$ cat config.mk
export PLATFORM = sky130hd
export DESIGN_NAME = io_psw_port
export DESIGN_NICKNAME = d
export VERILOG_FILES = /design/src/rtl/io_psw_port.sv
export SDC_FILE = /design/constraint.sdc
export NUM_CORES = 1
export LEC_CHECK = 0
export ABC_CLOCK_PERIOD_IN_PS = 6670
export CAP_MARGIN = 25
export CELL_PAD_IN_SITES_DETAIL_PLACEMENT = 1
export CELL_PAD_IN_SITES_GLOBAL_PLACEMENT = 1
export CORE_MARGIN = 2
export CORE_UTILIZATION = 30
export DETAILED_ROUTE_END_ITERATION = 7
export PLACE_DENSITY = 0.66
export SYNTH_ARGS = -nofsm -noshare
export SYNTH_HDL_FRONTEND = slang
export SYNTH_SLANG_ARGS = --single-unit
export TNS_END_PERCENT = 30
$ cat constraint.sdc
create_clock -name CLK -period 6.67 [get_ports CLK]
set_input_delay 1.0005 -clock CLK [delete_from_list [all_inputs] [get_ports CLK]]
set_output_delay 1.0005 -clock CLK [all_outputs]
set_load 0.05 [all_outputs]
$ cat src/rtl/io_psw_port.sv
// Push-switch IO responder: synchronizes and debounces 20 switches, latches
// sticky press/release events, counts presses and drives a maskable IRQ level.
module io_psw_port #(
  parameter int DEBOUNCE_CYCLES = 50000
) (
  input  logic        CLK,
  input  logic        N_RST,
  input  logic [4:0]  PSW_A,
  input  logic [4:0]  PSW_B,
  input  logic [4:0]  PSW_C,
  input  logic [4:0]  PSW_D,
  input  logic        IOS,
  input  logic [3:0]  IOA,
  input  logic [31:0] IOD,
  input  logic        IOE,
  output logic [31:0] IOQ,
  output logic        IRQ
);

  localparam int NSW = 20;
  localparam logic [15:0] TICK_LAST = 16'(DEBOUNCE_CYCLES - 1);

  localparam logic [3:0] A_SYNC    = 4'd0;
  localparam logic [3:0] A_LEVEL   = 4'd1;
  localparam logic [3:0] A_PRESS   = 4'd2;
  localparam logic [3:0] A_RELEASE = 4'd3;
  localparam logic [3:0] A_MASK    = 4'd4;
  localparam logic [3:0] A_COUNT   = 4'd5;

  logic [NSW-1:0] raw;
  logic [NSW-1:0] meta_q, meta_d;
  logic [NSW-1:0] sync_q, sync_d;
  logic [15:0]    pre_q, pre_d;
  logic [NSW-1:0] h0_q, h0_d;
  logic [NSW-1:0] h1_q, h1_d;
  logic [NSW-1:0] h2_q, h2_d;
  logic [NSW-1:0] level_q, level_d;
  logic [NSW-1:0] press_q, press_d;
  logic [NSW-1:0] release_q, release_d;
  logic [NSW-1:0] mask_q, mask_d;
  logic [15:0]    count_q, count_d;
  logic           irq_q, irq_d;

  logic           tick;
  logic           wr;
  logic [NSW-1:0] rise;
  logic [NSW-1:0] fall;
  logic [NSW-1:0] clr_press;
  logic [NSW-1:0] clr_release;
  logic           unused_iod;

  assign raw        = {PSW_D, PSW_C, PSW_B, PSW_A};
  assign tick       = (pre_q == TICK_LAST);
  assign wr         = IOS & IOE;
  assign unused_iod = ^IOD[31:NSW];

  always_comb begin
    meta_d = raw;
    sync_d = meta_q;
    pre_d  = tick ? 16'd0 : pre_q + 16'd1;

    h0_d    = h0_q;
    h1_d    = h1_q;
    h2_d    = h2_q;
    level_d = level_q;
    if (tick) begin
      h0_d = sync_q;
      h1_d = h0_q;
      h2_d = h1_q;
      // New history is {h1,h0,sync}: all ones sets, all zeros clears, else hold.
      level_d = (level_q | (sync_q & h0_q & h1_q)) & (sync_q | h0_q | h1_q);
    end

    rise = level_d & ~level_q;
    fall = ~level_d & level_q;
  end

  always_comb begin
    clr_press   = '0;
    clr_release = '0;
    if (wr && IOA == A_PRESS)   clr_press   = IOD[NSW-1:0];
    if (wr && IOA == A_RELEASE) clr_release = IOD[NSW-1:0];

    // A new event on the same edge as its W1C clear must survive.
    press_d   = (press_q & ~clr_press) | rise;
    release_d = (release_q & ~clr_release) | fall;

    mask_d = mask_q;
    if (wr && IOA == A_MASK) mask_d = IOD[NSW-1:0];

    count_d = count_q;
    if (wr && IOA == A_COUNT) begin
      count_d = (|rise) ? 16'd1 : 16'd0;
    end else if ((|rise) && count_q != 16'hFFFF) begin
      count_d = count_q + 16'd1;
    end

    irq_d = |(press_q & mask_q);
  end

  always_ff @(posedge CLK or negedge N_RST) begin
    if (!N_RST) begin
      meta_q    <= '0;
      sync_q    <= '0;
      pre_q     <= '0;
      h0_q      <= '0;
      h1_q      <= '0;
      h2_q      <= '0;
      level_q   <= '0;
      press_q   <= '0;
      release_q <= '0;
      mask_q    <= '0;
      count_q   <= '0;
      irq_q     <= 1'b0;
    end else begin
      meta_q    <= meta_d;
      sync_q    <= sync_d;
      pre_q     <= pre_d;
      h0_q      <= h0_d;
      h1_q      <= h1_d;
      h2_q      <= h2_d;
      level_q   <= level_d;
      press_q   <= press_d;
      release_q <= release_d;
      mask_q    <= mask_d;
      count_q   <= count_d;
      irq_q     <= irq_d;
    end
  end

  // h2 is kept as the architectural oldest sample; the set/clear test only
  // needs the two newer samples plus the incoming one.
  logic unused_h2;
  assign unused_h2 = ^h2_q;

  always_comb begin
    IOQ = 32'd0;
    if (IOS) begin
      case (IOA)
        A_SYNC:    IOQ = {12'd0, sync_q};
        A_LEVEL:   IOQ = {12'd0, level_q};
        A_PRESS:   IOQ = {12'd0, press_q};
        A_RELEASE: IOQ = {12'd0, release_q};
        A_MASK:    IOQ = {12'd0, mask_q};
        A_COUNT:   IOQ = {16'd0, count_q};
        default:   IOQ = 32'd0;
      endcase
    end
  end

  assign IRQ = irq_q;

endmodule
==> impl_results.md <==
- Status: completed
- # fillers: roughly 3100
- Synth area leaders: dfrtp_1 (57%), a22oi_1 (5.1%), nand2_1 (5.1%), o21ai_0 (4.4%), a31oi_1 (2.8%)
- Worst-case reg-to-reg path depth: 9
- Ys Warns: 0
- Vias in the first global route: roughly 7000
- R2R setup slack: between 3 and 4 ns
- Starting density of the core: 30.48%
- TritonRoute pass-1 iters: 5
- FF-to-FF Start: pre_q[0]
- Number of enable flip-flop cells after synthesis: 0
- Synth async-reset ratio: 100.0%
- Maximum vdd ir drop: 0.1255 mV
- Worst-path clk slew: around 0.070 ns
- All-Layer GR Usage: 17.45%
- Placed Cells: ~1200
- Crit path launch type: primary input
- Clock skew: approximately 0.015 ns
- Post-Synthesis Cells: between 800 and 900
- Port buffer count: 68
- Post-CTS Setup Bufs: 0
- Dpl hpwl: 16390 um
- Top-area cell type share of the netlist area: between 50% and 60%
- Area of the multi-input gates: roughly 3300 um2
- Pre-CTS worst setup slack: 2.000 ns
- Nets@finish: 934
- Die width: around 170 um
- Largest area contributor in the netlist: dfrtp_1
- WL/cell: 19.51 um
- Unrepaired setup endpoints after global routing: no
- Root Driver: clkbuf_16
- Seq/Total Area, Yosys: 56.88%
- Max Freq: 0.2131 GHz
- Area of the mapped netlist: approximately 8500 um2
- Yosys cell types: 47
- Final hold vios: 0
- Most common cell in the netlist: dfrtp_1
- PnR worst setup slack: ~2 ns
- Leakage: 0.004045 uW
- Die height: about 170 um
- Vias: ~6600
- Min-delay src: meta_q[2]
- Pins Over Slew Limit: 0
- Setup violators final: 0
- Crit-path most repeated cell: clkdlybuf4s50_1
- Hold Crit Endpoint: sync_q[2]
- Crit path DAT: between 3 and 4 ns
- Critical Path RT: ~5.7 ns
- Initial drt markers: between 400 and 500
- CTS sink cnt: 193
- Full die area: ~30000 um2
- Crit path largest cell delay: 0.88 ns
- Core area: between 20000 and 30000 um2
- Clock period minus worst slack: 4.692 ns
- Worst-skew pair later-pin latency: 0.44 ns
- Final Cycle Share: between 70% and 80%
- Syn_area_per_cell: around 10 um2
- Hold depth: 0
- CTS tree: yes
- Hold Buf Count CTS: 0
- Setup crit end kind: output pin
- Initial antenna violation count: 0
- Hold Crit Class: reg2reg
- First-pass GRT wire length: about 40000 um
- DRC: 0
- H-tree depth: 4
- Cell Count, Final, Fillers Out: ~1300
- Layout cells sized above 1: ~9%
- Routability Congestion: 0.7472
- Critical path class: in2out
- Post-route ant nets: 0
- Register area: between 4000 and 5000 um2
- CTS buffer count: 17
- Clock Tree Buf Depth: 2
- Final WL: between 20000 and 25000 um
- Crit-path slowest cell: clkdlybuf4s50_1
- Number of gates resized after cts: 0
- Vias per cell: approximately 5.2
- Largest net degree at the start of global routing: 82
- Tightest Pin Transition: between 0.9 and 1 ns
- Ys flop type: dfrtp_1
- #FFs+latches synth: 193
- CP Max Fanout: 21
- Worst rel slew slack: between 30% and 40%
- Critical-path cell list: clkdlybuf4s50_1 > nor4bb_4 > buf_4 > a22oi_1 > a31oi_1 > clkdlybuf4s50_1
- Pwr dens: between 200 and 300 nW/um2
- Area Growth Syn to Fin: 20.39%
- Grt ovf: 0
- Row count: just over 60
- Total of max-cap violations: 0
- # IOs: 93
- RR Endpoint: count_q[4]
- Setup TNS Final: 0 ns
- Antenna cell count: 0
- Commonest cells post-synth: dfrtp_1 (193), nand2_1 (116), o21ai_0 (75)
[flip-flops by register name, summed over array words and instances (netlist names)]
name / count
sync_q: 20
pre_q: 16
level_q: 20
count_q: 16
h0_q: 20
IRQ: 1
release_q: 20
press_q: 20
mask_q: 20
meta_q: 20
h1_q: 20
[metal layers]
layer / routed length (um) / vias to the layer above / GRT usage (%)
met5: 0 / - / 0
met1: 11260 / 3381 / 23.41
met2: 12010 / 131 / 29.04
met3: 958 / 25 / 2.632
met4: 418 / 0 / 5.700
li1: - / 3093 / -
[layout make-up]
type	count	share of cell area, %
timing repair buffer	82	7.870
tap	378	4.627
clock inverter	14	1.971
inverter	42	1.542
sequential	193	47.25
clock buffer	18	4.198
multi-input combinational	536	32.55
[worst max-delay path by stage]
stage | startpoint | to | depth (start not counted)
2_1_floorplan | IOA[3] | IOQ[10] | 5
3_3_place_gp | IOA[1] | IOQ[5] | 6
3_5_place_dp | IOA[1] | IOQ[5] | 6
4_1_cts | IOA[1] | IOQ[5] | 6
5_1_grt | IOA[1] | IOQ[5] | 6
6_report | IOA[1] | IOQ[5] | 6
[cells by family (layout without fill, tap and decap cells)]
logic type | after synthesis | count (layout) | share of synthesized area (%)
AOI/OAI and AO/OA | 243 | 243 | 18.83
xor gates and xnor gates | 13 | 13 | 1.341
adders and majority gates | 2 | 2 | 0.2947
buffers and inverters | 96 | 156 | 4.878
DFF | 193 | 193 | 56.88
muxes | 20 | 20 | 2.653
other | 1 | 12 | 0.04417
and+or+nand+nor | 246 | 246 | 15.07
[power by group]
part	leakage (uW)	internal [uW]	switching, uW	total, uW
clock	0.000307	635	475	1110
sequential	0.00246	1250	93.5	1340
combinational	0.00128	94.4	127	221
total	0.00405	1980	696	2680
[critical path: cells and delay by family]
kind / cells / cell delay, ns
and+or+nand+nor: 1 / 0.33
AOI/OAI and AO/OA: 2 / 0.50
buffers and inverters: 3 / 1.83
[cell usage in the layout (no fill, tap or decap), types with 3 or more instances in the layout]
master,synthesis,final
a21oi_1,14,14
a221oi_1,4,4
a22o_1,4,4
a22oi_1,58,58
a31oi_1,38,38
a32o_1,20,20
and3_1,16,16
buf_4,13,12
bufinv_16,0,4
clkbuf_16,0,17
clkdlybuf4s50_1,0,67
clkinv_4,0,3
conb_1,1,12
dfrtp_1,193,193
inv_1,42,42
inv_6,0,3
mux2_2,20,20
nand2_1,116,116
nand3_1,16,16
nand4_1,14,14
nand4b_1,16,16
nor2_1,12,12
nor3_1,23,21
o21ai_0,75,75
o22ai_1,18,18
o31ai_1,4,4
or3_1,9,9
or4_1,6,6
xnor2_1,4,4
xor2_1,9,9
[stage by stage]
stage | util [%] | area (um2) | power [uW] | hold WS (ns)
6_report | 36.69 | 10220 | 2676 | 0.3463
3_3_place_gp | 34.32 | 9562 | 1582 | 0.3338
4_1_cts | 36.64 | 10210 | 2711 | 0.3519
3_5_place_dp | 34.38 | 9577 | 1590 | 0.3358
5_1_grt | 36.69 | 10220 | 2785 | 0.3590
2_1_floorplan | - | 8532 | 1457 | 0.3312
No activity file was read; power rests on OpenSTA's default activity.
